`src/rtl/uart_cmd_pkg.sv`:
```
// Shared definitions for the UART command sequencer: opcodes, FSM encoding
// and the fixed register-file slots used for ALU operands.
package uart_cmd_pkg;

  localparam logic [7:0] CMD_RF_WR   = 8'hAA;
  localparam logic [7:0] CMD_RF_RD   = 8'hBB;
  localparam logic [7:0] CMD_ALU_OP  = 8'hCC;
  localparam logic [7:0] CMD_ALU_NOP = 8'hDD;

  localparam int OPA_ADDR = 0;
  localparam int OPB_ADDR = 1;

  typedef enum logic [3:0] {
    S_IDLE,
    S_WR_ADDR,
    S_WR_DATA,
    S_RD_ADDR,
    S_RD_WAIT,
    S_OP_A,
    S_OP_B,
    S_FUN,
    S_ALU_WAIT,
    S_TX_LO,
    S_TX_HI
  } state_t;

endpackage

```
`src/rtl/uart_cmd_ctrl.sv`:
```
// Frame decoder between the UART RX path and the register-file/ALU datapath;
// issues RF/ALU strobes, gates the ALU clock and pushes result bytes to TX.
module uart_cmd_ctrl
  import uart_cmd_pkg::*;
#(
  parameter int ADDR_W = 4,
  parameter int DATA_W = 8
) (
  input  logic                  CLK,
  input  logic                  RST,
  input  logic [DATA_W-1:0]     RX_P_DATA,
  input  logic                  RX_D_VLD,
  input  logic                  RX_ERR,
  output logic                  RF_WrEn,
  output logic                  RF_RdEn,
  output logic [ADDR_W-1:0]     RF_Address,
  output logic [DATA_W-1:0]     RF_WrData,
  input  logic [DATA_W-1:0]     RF_RdData,
  input  logic                  RF_RdData_VLD,
  output logic                  ALU_EN,
  output logic [3:0]            ALU_FUN,
  input  logic [2*DATA_W-1:0]   ALU_OUT,
  input  logic                  ALU_OUT_VLD,
  output logic                  CLK_GATE_EN,
  output logic [DATA_W-1:0]     TX_DATA,
  output logic                  TX_VLD,
  input  logic                  TX_FULL
);

  state_t                r_state;
  logic [ADDR_W-1:0]     r_addr;
  logic [2*DATA_W-1:0]   r_result;
  logic                  r_is_alu;
  logic                  r_rf_wren;
  logic                  r_rf_rden;
  logic [ADDR_W-1:0]     r_rf_addr;
  logic [DATA_W-1:0]     r_rf_wrdata;
  logic                  r_alu_en;
  logic [3:0]            r_alu_fun;
  logic                  r_gate;
  logic [DATA_W-1:0]     r_tx_data;
  logic                  r_tx_vld;

  state_t                w_state_next;
  logic [ADDR_W-1:0]     w_addr_next;
  logic [2*DATA_W-1:0]   w_result_next;
  logic                  w_is_alu_next;
  logic                  w_rf_wren_next;
  logic                  w_rf_rden_next;
  logic [ADDR_W-1:0]     w_rf_addr_next;
  logic [DATA_W-1:0]     w_rf_wrdata_next;
  logic                  w_alu_en_next;
  logic [3:0]            w_alu_fun_next;
  logic                  w_gate_next;
  logic [DATA_W-1:0]     w_tx_data_next;
  logic                  w_tx_vld_next;
  logic                  w_byte;

  // An errored frame never counts as a byte, even when flagged valid.
  assign w_byte = RX_D_VLD && !RX_ERR;

  always_comb begin
    w_state_next     = r_state;
    w_addr_next      = r_addr;
    w_result_next    = r_result;
    w_is_alu_next    = r_is_alu;
    w_rf_wren_next   = 1'b0;
    w_rf_rden_next   = 1'b0;
    w_rf_addr_next   = r_rf_addr;
    w_rf_wrdata_next = r_rf_wrdata;
    w_alu_en_next    = 1'b0;
    w_alu_fun_next   = r_alu_fun;
    w_gate_next      = r_gate;
    w_tx_data_next   = r_tx_data;
    w_tx_vld_next    = 1'b0;

    if (RX_ERR) begin
      w_state_next  = S_IDLE;
      w_addr_next   = '0;
      w_result_next = '0;
      w_is_alu_next = 1'b0;
      w_gate_next   = 1'b0;
    end else begin
      unique case (r_state)
        S_IDLE: begin
          if (w_byte) begin
            if (RX_P_DATA == DATA_W'(CMD_RF_WR)) begin
              w_state_next = S_WR_ADDR;
            end else if (RX_P_DATA == DATA_W'(CMD_RF_RD)) begin
              w_state_next = S_RD_ADDR;
            end else if (RX_P_DATA == DATA_W'(CMD_ALU_OP)) begin
              w_state_next = S_OP_A;
            end else if (RX_P_DATA == DATA_W'(CMD_ALU_NOP)) begin
              w_state_next = S_FUN;
              w_gate_next  = 1'b1;
            end
          end
        end
        S_WR_ADDR: begin
          if (w_byte) begin
            w_addr_next  = RX_P_DATA[ADDR_W-1:0];
            w_state_next = S_WR_DATA;
          end
        end
        S_WR_DATA: begin
          if (w_byte) begin
            w_rf_wren_next   = 1'b1;
            w_rf_addr_next   = r_addr;
            w_rf_wrdata_next = RX_P_DATA;
            w_addr_next      = '0;
            w_state_next     = S_IDLE;
          end
        end
        S_RD_ADDR: begin
          if (w_byte) begin
            w_rf_rden_next = 1'b1;
            w_rf_addr_next = RX_P_DATA[ADDR_W-1:0];
            w_state_next   = S_RD_WAIT;
          end
        end
        S_RD_WAIT: begin
          if (RF_RdData_VLD) begin
            w_result_next = {{DATA_W{1'b0}}, RF_RdData};
            w_is_alu_next = 1'b0;
            w_state_next  = S_TX_LO;
          end
        end
        S_OP_A: begin
          if (w_byte) begin
            w_rf_wren_next   = 1'b1;
            w_rf_addr_next   = ADDR_W'(OPA_ADDR);
            w_rf_wrdata_next = RX_P_DATA;
            w_state_next     = S_OP_B;
          end
        end
        S_OP_B: begin
          if (w_byte) begin
            w_rf_wren_next   = 1'b1;
            w_rf_addr_next   = ADDR_W'(OPB_ADDR);
            w_rf_wrdata_next = RX_P_DATA;
            w_state_next     = S_FUN;
            w_gate_next      = 1'b1;
          end
        end
        S_FUN: begin
          // The gate rose on entry here, so ALU_EN always trails it by a cycle or more.
          if (w_byte) begin
            w_alu_en_next  = 1'b1;
            w_alu_fun_next = RX_P_DATA[3:0];
            w_state_next   = S_ALU_WAIT;
          end
        end
        S_ALU_WAIT: begin
          if (ALU_OUT_VLD) begin
            w_result_next = ALU_OUT;
            w_is_alu_next = 1'b1;
            w_gate_next   = 1'b0;
            w_state_next  = S_TX_LO;
          end
        end
        S_TX_LO: begin
          if (!TX_FULL) begin
            w_tx_vld_next  = 1'b1;
            w_tx_data_next = r_result[DATA_W-1:0];
            w_state_next   = r_is_alu ? S_TX_HI : S_IDLE;
          end
        end
        S_TX_HI: begin
          if (!TX_FULL) begin
            w_tx_vld_next  = 1'b1;
            w_tx_data_next = r_result[2*DATA_W-1:DATA_W];
            w_state_next   = S_IDLE;
          end
        end
        default: w_state_next = S_IDLE;
      endcase
    end
  end

  always_ff @(posedge CLK or posedge RST) begin
    if (RST) begin
      r_state     <= S_IDLE;
      r_addr      <= '0;
      r_result    <= '0;
      r_is_alu    <= 1'b0;
      r_rf_wren   <= 1'b0;
      r_rf_rden   <= 1'b0;
      r_rf_addr   <= '0;
      r_rf_wrdata <= '0;
      r_alu_en    <= 1'b0;
      r_alu_fun   <= '0;
      r_gate      <= 1'b0;
      r_tx_data   <= '0;
      r_tx_vld    <= 1'b0;
    end else begin
      r_state     <= w_state_next;
      r_addr      <= w_addr_next;
      r_result    <= w_result_next;
      r_is_alu    <= w_is_alu_next;
      r_rf_wren   <= w_rf_wren_next;
      r_rf_rden   <= w_rf_rden_next;
      r_rf_addr   <= w_rf_addr_next;
      r_rf_wrdata <= w_rf_wrdata_next;
      r_alu_en    <= w_alu_en_next;
      r_alu_fun   <= w_alu_fun_next;
      r_gate      <= w_gate_next;
      r_tx_data   <= w_tx_data_next;
      r_tx_vld    <= w_tx_vld_next;
    end
  end

  assign RF_WrEn     = r_rf_wren;
  assign RF_RdEn     = r_rf_rden;
  assign RF_Address  = r_rf_addr;
  assign RF_WrData   = r_rf_wrdata;
  assign ALU_EN      = r_alu_en;
  assign ALU_FUN     = r_alu_fun;
  assign CLK_GATE_EN = r_gate;
  assign TX_DATA     = r_tx_data;
  assign TX_VLD      = r_tx_vld;

endmodule

```
`config.mk`:
```
export PLATFORM = sky130hd
export DESIGN_NAME = uart_cmd_ctrl
export DESIGN_NICKNAME = d
export VERILOG_FILES = /design/src/rtl/uart_cmd_pkg.sv /design/src/rtl/uart_cmd_ctrl.sv
export SDC_FILE = /design/constraint.sdc
export NUM_CORES = 1
export LEC_CHECK = 0
export ABC_AREA = 1
export BUFFER_PORTS_ARGS = -buffer_cell sky130_fd_sc_hd__buf_2
export CAP_MARGIN = 20
export CORE_ASPECT_RATIO = 0.75
export CORE_MARGIN = 10
export CORE_UTILIZATION = 57
export CTS_CLUSTER_DIAMETER = 40
export DETAILED_ROUTE_END_ITERATION = 16
export GPL_TIMING_DRIVEN = 0
export HOLD_SLACK_MARGIN = 0.05
export PLACE_DENSITY = 0.93
export SKIP_LAST_GASP = 1
export SLEW_MARGIN = 20
export SYNTH_ARGS = -nofsm -noshare
export SYNTH_HDL_FRONTEND = slang
export SYNTH_SLANG_ARGS = --single-unit
```
`constraint.sdc`:
```
create_clock -name CLK -period 2.9 [get_ports CLK]
set_clock_uncertainty 0.1 [all_clocks]
set_input_delay 0.58 -clock CLK [delete_from_list [all_inputs] [get_ports CLK]]
set_output_delay 0.58 -clock CLK [all_outputs]
set_load 0.1 [all_outputs]
```
==> results.json, run 1 <==
{
  "postSynthCellCount": 351,
  "placed_cells": 475,
  "rows": 21,
  "rsz0062_at_grt": "no",
  "post_cts_buffers": 0,
  "core_um2": 4490,
  "vias": 2557,
  "finalHoldViolCount": 0,
  "grt_pass1_wl_um": 12100,
  "grt_max_degree": 30,
  "finalSetupViolCount": 0,
  "hp-class": "in2async",
  "path_clk_slew_ns": 0.10,
  "powerDensity_nw_per_um2": 1070,
  "critPathKind": "reg2reg",
  "synth_top_family_by_area": "simple AND/OR/NAND/NOR gates",
  "dpl.hpwl_um": 5500,
  "grt_antenna_before_repair": 0,
  "path_cells": "nor2_1, nand2_1, nand3_1, nand2_2, buf_2, o21ai_1",
  "drc": 0,
  "fin_crit_sh_pct": 64.4,
  "cp.arrival_ns": 1.98,
  "status": "complete, no violations",
  "yosysUniqueCellTypes": 23,
  "crit_required_ns": 3.02,
  "antenna_cells": 0,
  "synth_adder_area_share_pct": 0,
  "dr.pass1.iters": 5,
  "crit_path_max_incr_delay_ns": 0.46,
  "slew-limit-headroom_pct": 63.8,
  "clk_latency_ns": 0.31,
  "synth_area_um2": 2670,
  "clk_path_buf_depth": 2,
  "rr_startpoint": "r_state[2]",
  "use_met1_pct": 24.8,
  "ys_seq_area_share_pct": 50.5,
  "ff2ff_path_depth": 6,
  "dieArea_um2": 7860,
  "synth_compound_area_share_pct": 11.5,
  "gr-usage-met2_pct": 29.2,
  "final_common_cell": "nand2_1",
  "gr-usage-met3_pct": 3.98,
  "ctsHoldBuffers": 0,
  "slowest_stage": "dfrtp_1",
  "cts_tree": "yes",
  "fmax_mhz": 535,
  "worstPathMaxFanout": 10,
  "worst_pin_slew_ns": 0.542,
  "root_buffer": "clkbuf_8",
  "ys_ff_latch": 54,
  "track_usage_pct": 18.3,
  "start_util_pct": 59.5,
  "cts_resized": 0,
  "cts_sinks": 54,
  "fp.dieW_um": 99.1,
  "ant_nets": 0,
  "synth_nets": 390,
  "power.leakage_nw": 1.74,
  "pre_cts_slack_ns": 0.969,
  "critPathCaptureType": "register",
  "busiest_layer": "met2",
  "fin_tns_setup_ns": 0,
  "cts_max_level": 2,
  "die_h_um": 79.3,
  "place.gp.congestion": 0.919,
  "cts_made_buffers": 5,
  "grt_pass1_vias": 2577,
  "ir_drop_mv": 0.780,
  "fin_ws_ns": 1.03,
  "period_needed_ns": 1.87,
  "final_cell_count_no_fill": 483,
  "synthMuxAreaShare_pct": 0,
  "final_nets": 464,
  "synth-simple-area-share_pct": 31.7,
  "synth-xor-area-share_pct": 0,
  "syn_avg_cell_area_um2": 7.62,
  "drive_gt1_share_pct": 23.7,
  "drt_iter0_drc": 238,
  "wire_per_inst_um": 14.7,
  "r2r_end": "RF_WrData[6]",
  "whs_ns": 0.214,
  "start_kind": "register",
  "yosysWarnings": 0,
  "via_per_inst": 5.29,
  "finalMaxSlewViolations": 0,
  "drv_cap": 0,
  "final_cell_mix": "nand2_1 (126), buf_2 (69), dfrtp_1 (54), nor2_1 (32), inv_1 (29)",
  "io_pins": 68,
  "grt_overflow": 0,
  "worst-r2r-setup-slack_ns": 1.03,
  "port_buffers": 66,
  "synthToLayoutAreaGrowth_pct": 19.1,
  "routed_wl_um": 7100
}
kinds of logic after synthesis:
| kind of cell | Yosys count |
|---|---|
| and+or+nand+nor | 200 |
| buffers and inverters | 40 |
| DFF | 54 |
| AOI/OAI and AO/OA | 57 |
synthesized netlist by cell type, drive strengths merged:
| master | instances | share of area [%] |
|---|---|---|
| a21boi | 1 | 0.28 |
| dfrtp | 54 | 51 |
| o21bai | 1 | 0.28 |
| nand2 | 134 | 20 |
| a31o | 1 | 0.33 |
| nor2 | 37 | 6.0 |
| buf | 5 | 1.4 |
| nand4 | 1 | 0.23 |
| inv | 33 | 4.6 |
| nand3 | 27 | 5.2 |
| nor3 | 1 | 0.61 |
| o21ai | 45 | 8.4 |
| a21oi | 8 | 1.9 |
| clkbuf | 2 | 0.28 |
| a31oi | 1 | 0.23 |
critical path, delay by kind of cell, from the launching register on:
kind	cells	cell delay (ns)
buffers and inverters	1	0.22
AO/OA/AOI/OAI	1	0.19
AND/OR/NAND/NOR	4	0.80
flip-flops	1	0.46
flip-flops by register name (all words and copies together), names as in the netlist, 4 cells and up:
name,flops
ALU_FUN,4
RF_Address,4
RF_WrData,8
TX_DATA,8
r_addr,4
r_result,16
r_state,4
through the flow:
stage	area, um2	power (mW)	util [%]
5_1_grt	3190	3.61	70.9
3_3_place_gp	3080	2.94	68.4
4_1_cts	3190	3.41	70.9
2_1_floorplan	2670	2.61	-
3_5_place_dp	3100	2.99	68.9
6_report	3190	3.41	70.9
per-layer routing:
layer | vias up | share of wire [%]
met5 | - | 0
li1 | 1256 | -
met3 | 6 | 8.5
met1 | 1183 | 45
met4 | 0 | 0.87
met2 | 112 | 46
worst max path at each step:
| stage | from | to | cells past startpoint |
|---|---|---|---|
| final | r_state[2] | RF_WrData[6] | 6 |
| after global routing | r_state[1] | r_result[5] | 6 |
| after CTS | r_state[2] | RF_WrData[6] | 6 |
| after detailed placement | RX_ERR | r_state[3] | 10 |
| after global placement | RST | r_state[0] | 2 |
| after floorplan | RST | ALU_EN | 1 |
area by class of cell:
type / instances / area [um2]
buffer: 7 / 45.0
clock buffer: 5 / 68.8
clock inverter: 3 / 21.3
fill: 390 / 1310
inverter: 33 / 124
multi-input combinational: 257 / 1150
sequential: 54 / 1350
tap: 57 / 71.3
timing repair buffer: 67 / 350
power by group:
group	total (mW)	switching (mW)	internal, mW
logic	1.88	1.51	0.366
clock network	0.420	0.249	0.170
registers	1.11	0.146	0.966
(Power assumes the default switching activity.)
==> inputs of run 2 (changes only) <==
--- a/config.mk
+++ b/config.mk
@@ -5,17 +5,17 @@
 export SDC_FILE = /design/constraint.sdc
 export NUM_CORES = 1
 export LEC_CHECK = 0
-export ABC_AREA = 1
+export ABC_AREA = 0
 export BUFFER_PORTS_ARGS = -buffer_cell sky130_fd_sc_hd__buf_2
 export CAP_MARGIN = 20
 export CORE_ASPECT_RATIO = 0.75
 export CORE_MARGIN = 10
-export CORE_UTILIZATION = 57
+export CORE_UTILIZATION = 53
 export CTS_CLUSTER_DIAMETER = 40
 export DETAILED_ROUTE_END_ITERATION = 16
 export GPL_TIMING_DRIVEN = 0
 export HOLD_SLACK_MARGIN = 0.05
-export PLACE_DENSITY = 0.93
+export PLACE_DENSITY = 0.88
 export SKIP_LAST_GASP = 1
 export SLEW_MARGIN = 20
 export SYNTH_ARGS = -nofsm -noshare
==> constraint.sdc (replaced) <==
create_clock -name CLK -period 1.88 [get_ports CLK]
set_clock_uncertainty 0.1 [all_clocks]
set_input_delay 0.376 -clock CLK [delete_from_list [all_inputs] [get_ports CLK]]
set_output_delay 0.376 -clock CLK [all_outputs]
set_load 0.1 [all_outputs]
==> run 2 against run 1 <==
  * The flow now finishes with violations (negative setup slack)
  * Critical endpoint is now r_state[2]
  * Highest routed layer unchanged
  * Routed wire length up 12%
  * Setup slack worse by 1.2 ns
  * Count of clock-buffer cells in the layout increased by 2
  * Largest power group unchanged
==> results.json, run 2 <==
{
  "period_needed_ns": 2.02,
  "power.share.clock_pct": 11.0,
  "ff2ff_path_depth": 6,
  "dr.pass1.iters": 9,
  "finalSetupViolCount": 10,
  "drc": 0,
  "drv_cap": 0,
  "synth_area_um2": 2670,
  "synth_most_common_cell": "dfrtp_1",
  "postSynthCellCount": 231,
  "synthToLayoutAreaGrowth_pct": 30.2,
  "netlist_top_cells_area": "dfrtp_1 (51%), mux2_2 (6.7%), a22o_1 (4.3%)",
  "final_cell_mix": "buf_2 (67), dfrtp_1 (52), nor2_1 (17), a21oi_1 (16)",
  "worst-r2r-setup-slack_ns": -0.14,
  "finalMaxSlewViolations": 0,
  "slowest_stage": "dfrtp_2",
  "synth_nets": 270,
  "cp.arrival_ns": 2.11,
  "start_kind": "register",
  "async_flop_share_pct": 100,
  "critPathCaptureType": "register",
  "gr-usage-met2_pct": 28.2,
  "cts_sinks": 54,
  "crit_buf_inv": 1,
  "cts_tree": "yes",
  "clk_path_buf_depth": 2,
  "vias": 2383,
  "wire_per_inst_um": 20.8,
  "ir_drop_mv": 1.60,
  "powerDensity_nw_per_um2": 1870,
  "cp_top_family": "simple AND/OR/NAND/NOR gates",
  "via_per_inst": 6.22,
  "largest_reg_flops": 16,
  "place.gp.congestion": 0.883,
  "final_nets": 361,
  "fin_util_pct": 71.4,
  "busiest_layer": "met2",
  "grt_pass1_wl_um": 11400,
  "combPwrFrac_pct": 62.5,
  "synth_top_area_share_pct": 50.6,
  "grt_antenna_before_repair": 0,
  "gr-usage-met3_pct": 4.11,
  "ant_nets": 0,
  "rsz0062_at_grt": "yes",
  "rr_startpoint": "r_state[2]",
  "grt_max_degree": 32,
  "power_mw": 6.52,
  "die_h_um": 81.5,
  "slew-limit-headroom_pct": 66.2,
  "fp.dieW_um": 102,
  "crit_path_max_incr_delay_ns": 0.48,
  "worstPathMaxFanout": 5,
  "critPathKind": "reg2reg",
  "fin_crit_sh_pct": 107,
  "synth_edf_count": 0,
  "worstSetupEndpoint": "r_state[2]",
  "routed_wl_um": 7960,
  "drive_gt1_share_pct": 45.8,
  "dieArea_um2": 8310,
  "io_pins": 68,
  "top_register": "r_result",
  "grt_pass1_vias": 2218,
  "antenna_cells": 0,
  "clk_latency_ns": 0.31,
  "cp-startpoint": "r_state[2]",
  "worst_pin_slew_ns": 0.506,
  "fmax_mhz": 495,
  "yosys-top-cells-count": "dfrtp_1 (54), nor2_1 (19), a21oi_1 (16), mux2_2 (16)",
  "power.leakage_nw": 1.70,
  "crit_required_ns": 1.98,
  "r2r_end": "r_state[2]",
  "grt_overflow": 0,
  "ys_seq_area_share_pct": 50.6,
  "ys_ff_latch": 54,
  "intPower_mw": 2.91,
  "power_frac_seq_pct": 26.5,
  "syn_avg_cell_area_um2": 11.6,
  "p_sw_share_pct": 55.4,
  "hold_start": "ALU_OUT[0]",
  "core_um2": 4870,
  "cts_made_buffers": 5,
  "p_sw_mw": 3.61,
  "start_util_pct": 54.8,
  "hp-class": "in2reg",
  "cts_max_level": 2,
  "cp.depth": 6,
  "final_common_cell": "buf_2",
  "yosys.area.top_type": "dfrtp_1",
  "path_cells": "buf_6, nor3b_2, nand3b_1, o31ai_2, nor4b_4, mux2_2",
  "root_buffer": "clkbuf_8",
  "yosysUniqueCellTypes": 48,
  "status": "complete, but fails checks",
  "rows": 22,
  "drt_iter0_drc": 318,
  "path_clk_slew_ns": 0.10,
  "synth_top_flop_cell": "dfrtp_1",
  "violations": "negative setup slack",
  "track_usage_pct": 17.5,
  "use_met1_pct": 22.8,
  "dpl.hpwl_um": 5160,
  "port_buffers": 67,
  "fin_ws_ns": -0.140,
  "yosysWarnings": 0,
  "finalHoldViolCount": 0
}
[run 2: metrics by stage]
step | TNS, ns | instance area [um2] | setup WS, ns | hold WS [ns] | cells
2_1_floorplan | 0 | 2670 | 0.0386 | 0.350 | 231
3_3_place_gp | -30.79 | 3080 | -0.538 | 0.355 | 358
3_5_place_dp | -3.45 | 3100 | -0.324 | 0.336 | 359
4_1_cts | -0.434 | 3350 | -0.0822 | 0.168 | 375
5_1_grt | -2.08 | 3480 | -0.198 | 0.178 | 383
6_report | -0.545 | 3480 | -0.140 | 0.169 | 383
[run 2: worst reg2reg max path: cells and delay by family, from the launching register on]
family	cells	cell delay (ns)
simple gates	3	0.67
flops	1	0.48
buf+inv	1	0.15
compound gates	1	0.11
mux	1	0.40
[run 2: kinds of logic (layout without fill, tap and decap cells)]
kind of cell | after synthesis | after routing | synth area share, %
compound gates | 62 | 62 | 17.1
flops | 54 | 54 | 50.6
simple gates | 62 | 62 | 14.2
mux | 25 | 25 | 10.1
buf+inv | 24 | 116 | 6.65
xor+xnor | 4 | 4 | 1.31
[run 2: layout make-up]
class / count / area, um2
inverter: 11 / 41.3
buffer: 11 / 133
tap: 60 / 75.1
timing repair buffer: 86 / 526
sequential: 54 / 1350
clock buffer: 7 / 96.3
multi-input combinational: 153 / 1240
clock inverter: 1 / 8.76
fill: 308 / 1400
[run 2: how the worst min path moves through the flow]
stage / cells after the start / slack [ns] / to
3_3_place_gp: 1 / 0.35 / RF_Address[3]
5_1_grt: 3 / 0.18 / r_result[7]
3_5_place_dp: 2 / 0.34 / RF_WrData[3]
2_1_floorplan: 1 / 0.35 / r_is_alu
4_1_cts: 3 / 0.17 / r_result[5]
6_report: 3 / 0.17 / r_result[0]
[run 2: timing repair]
action                                 in CTS  in global routing
gates resized for setup                    14                 15
pin swaps                                   7                 10
endpoints found under the hold margin      23                  0
hold buffers                                1                  0
setup endpoints to repair                  35                 37
buffers inserted                           10                  8
[run 2: routing by layer]
metal | share of wire [%] | vias up | wire [um]
met2 | 48 | 170 | 3850
li1 | - | 1033 | -
met4 | 3.4 | 0 | 272
met3 | 9.1 | 44 | 726
met5 | 0 | - | 0
met1 | 39 | 1136 | 3120
[run 2: power groups by stage]
stage / combinational (mW) / clock, mW / sequential [mW]
finish: 4.07 / 0.717 / 1.73
global route: 4.22 / 0.771 / 1.77
CTS: 3.84 / 0.724 / 1.72
detailed placement: 3.63 / 0 / 1.73
global placement: 3.57 / 0 / 1.70
floorplan: 1.09 / 0 / 3.62
